<file path="src/rtl/fifo_flops_pkg.sv">
// Shared defaults and pointer helper for the flop-based FIFO.
// Optional error flags are enabled by defining FIFO_FLOPS_ERR_EN.
package fifo_flops_pkg;

  localparam int unsigned DEFAULT_DEPTH = 16;
  localparam int unsigned DEFAULT_BITS  = 8;

  // Advance a circular-buffer index, wrapping depth-1 back to 0.
  function automatic int unsigned ptr_inc(input int unsigned ptr, input int unsigned depth);
    return (ptr == depth - 1) ? 0 : ptr + 1;
  endfunction

endpackage

</file>
<file path="src/rtl/fifo_flops_ptr.sv">
// Wrapping index register for the flop FIFO; advances by one when inc is set.
module fifo_flops_ptr
  import fifo_flops_pkg::*;
#(
  parameter int unsigned DEPTH = DEFAULT_DEPTH,
  localparam int unsigned PW   = (DEPTH > 1) ? $clog2(DEPTH) : 1
) (
  input  logic          clk,
  input  logic          rst,
  input  logic          inc,
  output logic [PW-1:0] ptr
);

  logic [PW-1:0] ptr_q, ptr_d;

  always_comb begin
    ptr_d = ptr_q;
    if (inc) ptr_d = PW'(ptr_inc(32'(ptr_q), DEPTH));
  end

  always_ff @(posedge clk) begin
    if (rst) ptr_q <= '0;
    else     ptr_q <= ptr_d;
  end

  assign ptr = ptr_q;

endmodule

</file>
<file path="src/rtl/fifo_flops.sv">
// Synchronous first-word-fall-through FIFO on a flop array.
// Define FIFO_FLOPS_ERR_EN to add sticky ovf/udf error outputs.
module fifo_flops
  import fifo_flops_pkg::*;
#(
  parameter int unsigned DEPTH = DEFAULT_DEPTH,
  parameter int unsigned BITS  = DEFAULT_BITS
) (
  input  logic            clk,
  input  logic            rst,
  input  logic [BITS-1:0] Din,
  output logic [BITS-1:0] Dout,
  input  logic            push,
  input  logic            pop,
  output logic            full,
  output logic            pndng
`ifdef FIFO_FLOPS_ERR_EN
  ,
  output logic            ovf,
  output logic            udf
`endif
);

  localparam int unsigned PW = (DEPTH > 1) ? $clog2(DEPTH) : 1;
  localparam int unsigned CW = $clog2(DEPTH + 1);

  logic [BITS-1:0] mem_q [DEPTH];
  logic [CW-1:0]   count_q, count_d;
  logic [PW-1:0]   wr_ptr, rd_ptr;
  logic            push_ok, pop_ok;

  assign pop_ok  = pop && (count_q != '0);
  // A simultaneous pop frees a slot, so a push into a full FIFO is still accepted.
  assign push_ok = push && ((count_q < CW'(DEPTH)) || pop_ok);

  fifo_flops_ptr #(
    .DEPTH(DEPTH)
  ) u_wr_ptr (
    .clk(clk),
    .rst(rst),
    .inc(push_ok),
    .ptr(wr_ptr)
  );

  fifo_flops_ptr #(
    .DEPTH(DEPTH)
  ) u_rd_ptr (
    .clk(clk),
    .rst(rst),
    .inc(pop_ok),
    .ptr(rd_ptr)
  );

  always_ff @(posedge clk) begin
    if (rst) begin
      for (int i = 0; i < int'(DEPTH); i++) mem_q[i] <= '0;
    end else if (push_ok) begin
      mem_q[wr_ptr] <= Din;
    end
  end

  always_comb begin
    count_d = count_q;
    if (push_ok && !pop_ok)      count_d = count_q + CW'(1);
    else if (pop_ok && !push_ok) count_d = count_q - CW'(1);
  end

  always_ff @(posedge clk) begin
    if (rst) count_q <= '0;
    else     count_q <= count_d;
  end

  assign full  = (count_q == CW'(DEPTH));
  assign pndng = (count_q != '0);
  assign Dout  = pndng ? mem_q[rd_ptr] : '0;

`ifdef FIFO_FLOPS_ERR_EN
  logic ovf_q, udf_q;

  always_ff @(posedge clk) begin
    if (rst) begin
      ovf_q <= 1'b0;
      udf_q <= 1'b0;
    end else begin
      if (push && !push_ok) ovf_q <= 1'b1;
      if (pop && !pop_ok)   udf_q <= 1'b1;
    end
  end

  assign ovf = ovf_q;
  assign udf = udf_q;
`endif

endmodule

</file>
<file path="config.mk">
export PLATFORM = sky130hd
export DESIGN_NAME = fifo_flops
export DESIGN_NICKNAME = d
export VERILOG_FILES = /design/src/rtl/fifo_flops_pkg.sv /design/src/rtl/fifo_flops_ptr.sv /design/src/rtl/fifo_flops.sv
export SDC_FILE = /design/constraint.sdc
export NUM_CORES = 1
export LEC_CHECK = 0
export BUFFER_PORTS_ARGS = -buffer_cell sky130_fd_sc_hd__clkbuf_2
export CAP_MARGIN = 0
export CORE_UTILIZATION = 67
export DETAILED_ROUTE_END_ITERATION = 12
export PLACE_DENSITY = 0.85
export SKIP_CTS_REPAIR_TIMING = 1
export SLEW_MARGIN = 10
export SYNTH_ARGS = -nofsm -noshare
export SYNTH_HDL_FRONTEND = slang
export SYNTH_SLANG_ARGS = --single-unit
</file>
<file path="constraint.sdc">
create_clock -name clk -period 5.8 [get_ports clk]
set_input_delay 0.87 -clock clk [delete_from_list [all_inputs] [get_ports clk]]
set_output_delay 0.87 -clock clk [all_outputs]
set_load 0.1 [all_outputs]
</file>
==> metrics <==
DRT Wirelength=14,730 µm; Fin. Hold Viols=0; Synth-to-Final Area Change=10.57%; Top FF cell, synth=edfxtp_1; DRT iter0 DRCs=313; startpoint types=register; initial antenna violation count=1; max_slew headroom=33.28%; Yosys cell types=40; Final min period=3.854 ns; Min Hold Slack=0.5149 ns; Total GRT Usage=30.59%; post-layout util=77.23%; WP data arrival=2.98 ns; peak supply drop=0.5411 mV; Ports=22; post-synthesis sequential area ratio=60.72%; Clock Skew=0.009159 ns; maximum clock rate=259.5 MHz; post-placement cell area=0.007025 mm²; htree depth=4; area of the mapped netlist=0.006890 mm²; most frequent cells after synthesis=129 x and2_1, 128 x edfxtp_1, 27 x nor2_1; largest net degree at the start of global routing=34; # DRC=0; DR vias=4,001; Via-to-Cell Ratio=6.271; Starting Density=69.85%; fin nets=514; Leak Pwr=2.815 nW; setup TNS=0 ns; die area=0.01069 mm²; Die Span X=103.4 µm; Post-DP HPWL=9361 µm; register bit total from synthesis=145; num rows=36; RSZ-0062 raised after global routing=no; period utilisation layout=66.44%; Remaining Overflow, GRT=0; wire per inst=23.08 µm; CP Max Fanout=24; asr flop ratio synth=0%; Crit Path Class=reg2out; Synth Net Count=500; Final Cell Area=0.007619 mm²; Synth top area share=55.78%; most frequent cell after synthesis=and2_1; Synth Warn #=0; Synth area leader=edfxtp_1; drt pass-1 iters=4; slew at the pin closest to its max-slew limit=0.9988 ns; share of layout cells above drive strength 1=19.25%; first-pass GRT wire length=22,500 µm; Crit. End Element=output port; CTS root buf=clkbuf_8; Clock Latency Late Sink=0.53 ns; Clock Path Buffers=2; Clock transition at path regs=0.06 ns; cell area power density=406.6 mW/mm²; vias in the first global route=4,061; Setup violations, final=0; status=finished, final reports clean; Max-cap violations=0; Synth Instances=477; CTS tree=yes; core footprint=0.009864 mm²; EDFF count, synth=128; I/O Buffers=21; Min-Delay Path Class=reg2reg; gpl congestion=0.7917; clk sinks=145; Worst EP required=4.93 ns; Die Ht=103.4 µm; Post-Synthesis Mean Instance Area=14.45 µm²; Num CTS Buffers=17; top cells by area, synth=edfxtp_1 56%, and2_1 12%, mux4_2 7.5%; antenna-violating nets left=0; fin. max-slew vios=0
==> layout make-up <==
type                            count  area [µm²]
Sequential cell                   145        4184
Timing Repair Buffer               24       127.6
Fill cell                         531        2246
Inverter                            7       26.28
Tap cell                          133       166.4
Multi-Input combinational cell    296        2521
Antenna cell                        1       2.502
Clock inverter                     12       165.2
Clock buffer                       20       425.4
==> per-stage QoR <==
stage,cells,total power (W),worst slack (ns)
4_1_cts,637,0.003104,1.896
3_5_place_dp,605,0.002022,2.477
3_3_place_gp,605,0.001997,2.510
2_1_floorplan,477,0.001888,1.581
5_1_grt,637,0.003203,1.794
6_report,638,0.003098,1.946
==> sequential cells by signal, indices dropped and copies added (netlist names), named ones only <==
name          count
mem_q           128
count_q           5
u_rd_ptr.ptr      4
u_wr_ptr.ptr      4
==> metal layers <==
layer  vias up  GRT usage, %  part of all wire, %
met4         0         15.82                  3.4
met5         -             0                    0
li1       1779             -                    -
met2       171         50.13                   51
met3        41         7.728                  7.3
met1      2010         37.97                   38
==> power breakdown <==
group / internal (W) / total (W) / switching [W]
clock network: 0.000693 / 0.00109 / 0.000401
logic: 0.000234 / 0.000755 / 0.000520
registers: 0.00120 / 0.00125 / 0.0000499
total: 0.00213 / 0.00310 / 0.000971
==> cell families after synthesis <==
logic type               synth area share [%]
adder cells (fa/ha/maj)                 2.106
multiplexers                            12.42
AND/OR/NAND/NOR                         17.80
buffers and inverters                   2.688
flip-flops                              60.72
AO/OA/AOI/OAI                           3.378
XOR/XNOR                               0.8898
==> worst max-delay path, stage by stage (launching register included) <==
cell	delay, ns
dfxtp_1	0.67
buf_4	0.42
mux4_2	0.55
mux2i_1	0.24
a211oi_1	0.14
clkbuf_2	0.42
==> placed cells by master (no fill, tap or decap), drive strengths merged, types with 5 or more instances in the layout <==
cell type,count
xor2,5
edfxtp,128
inv,7
or2,15
clkinv,6
ha,10
and2,129
nor2b,8
clkbuf,41
nor2,28
dfxtp,17
a211oi,17
mux2i,9
a21oi,9
mux4,32
==> path summary, 6_finish.rpt <==
kind | endpoint | start | depth (start not counted) | slack (ns)
worst min register to register | count_q[3]$_SDFFE_PP0P_ | count_q[3]$_SDFFE_PP0P_ | 2 | 0.51
worst min-delay path | count_q[3]$_SDFFE_PP0P_ | count_q[3]$_SDFFE_PP0P_ | 2 | 0.51
worst max register to register | count_q[4]$_SDFFE_PP0P_ | count_q[0]$_SDFFE_PP0P_ | 9 | 2.93
worst max-delay path | Dout[7] | register | 5 | 1.95
(Power assumes the default switching activity.)
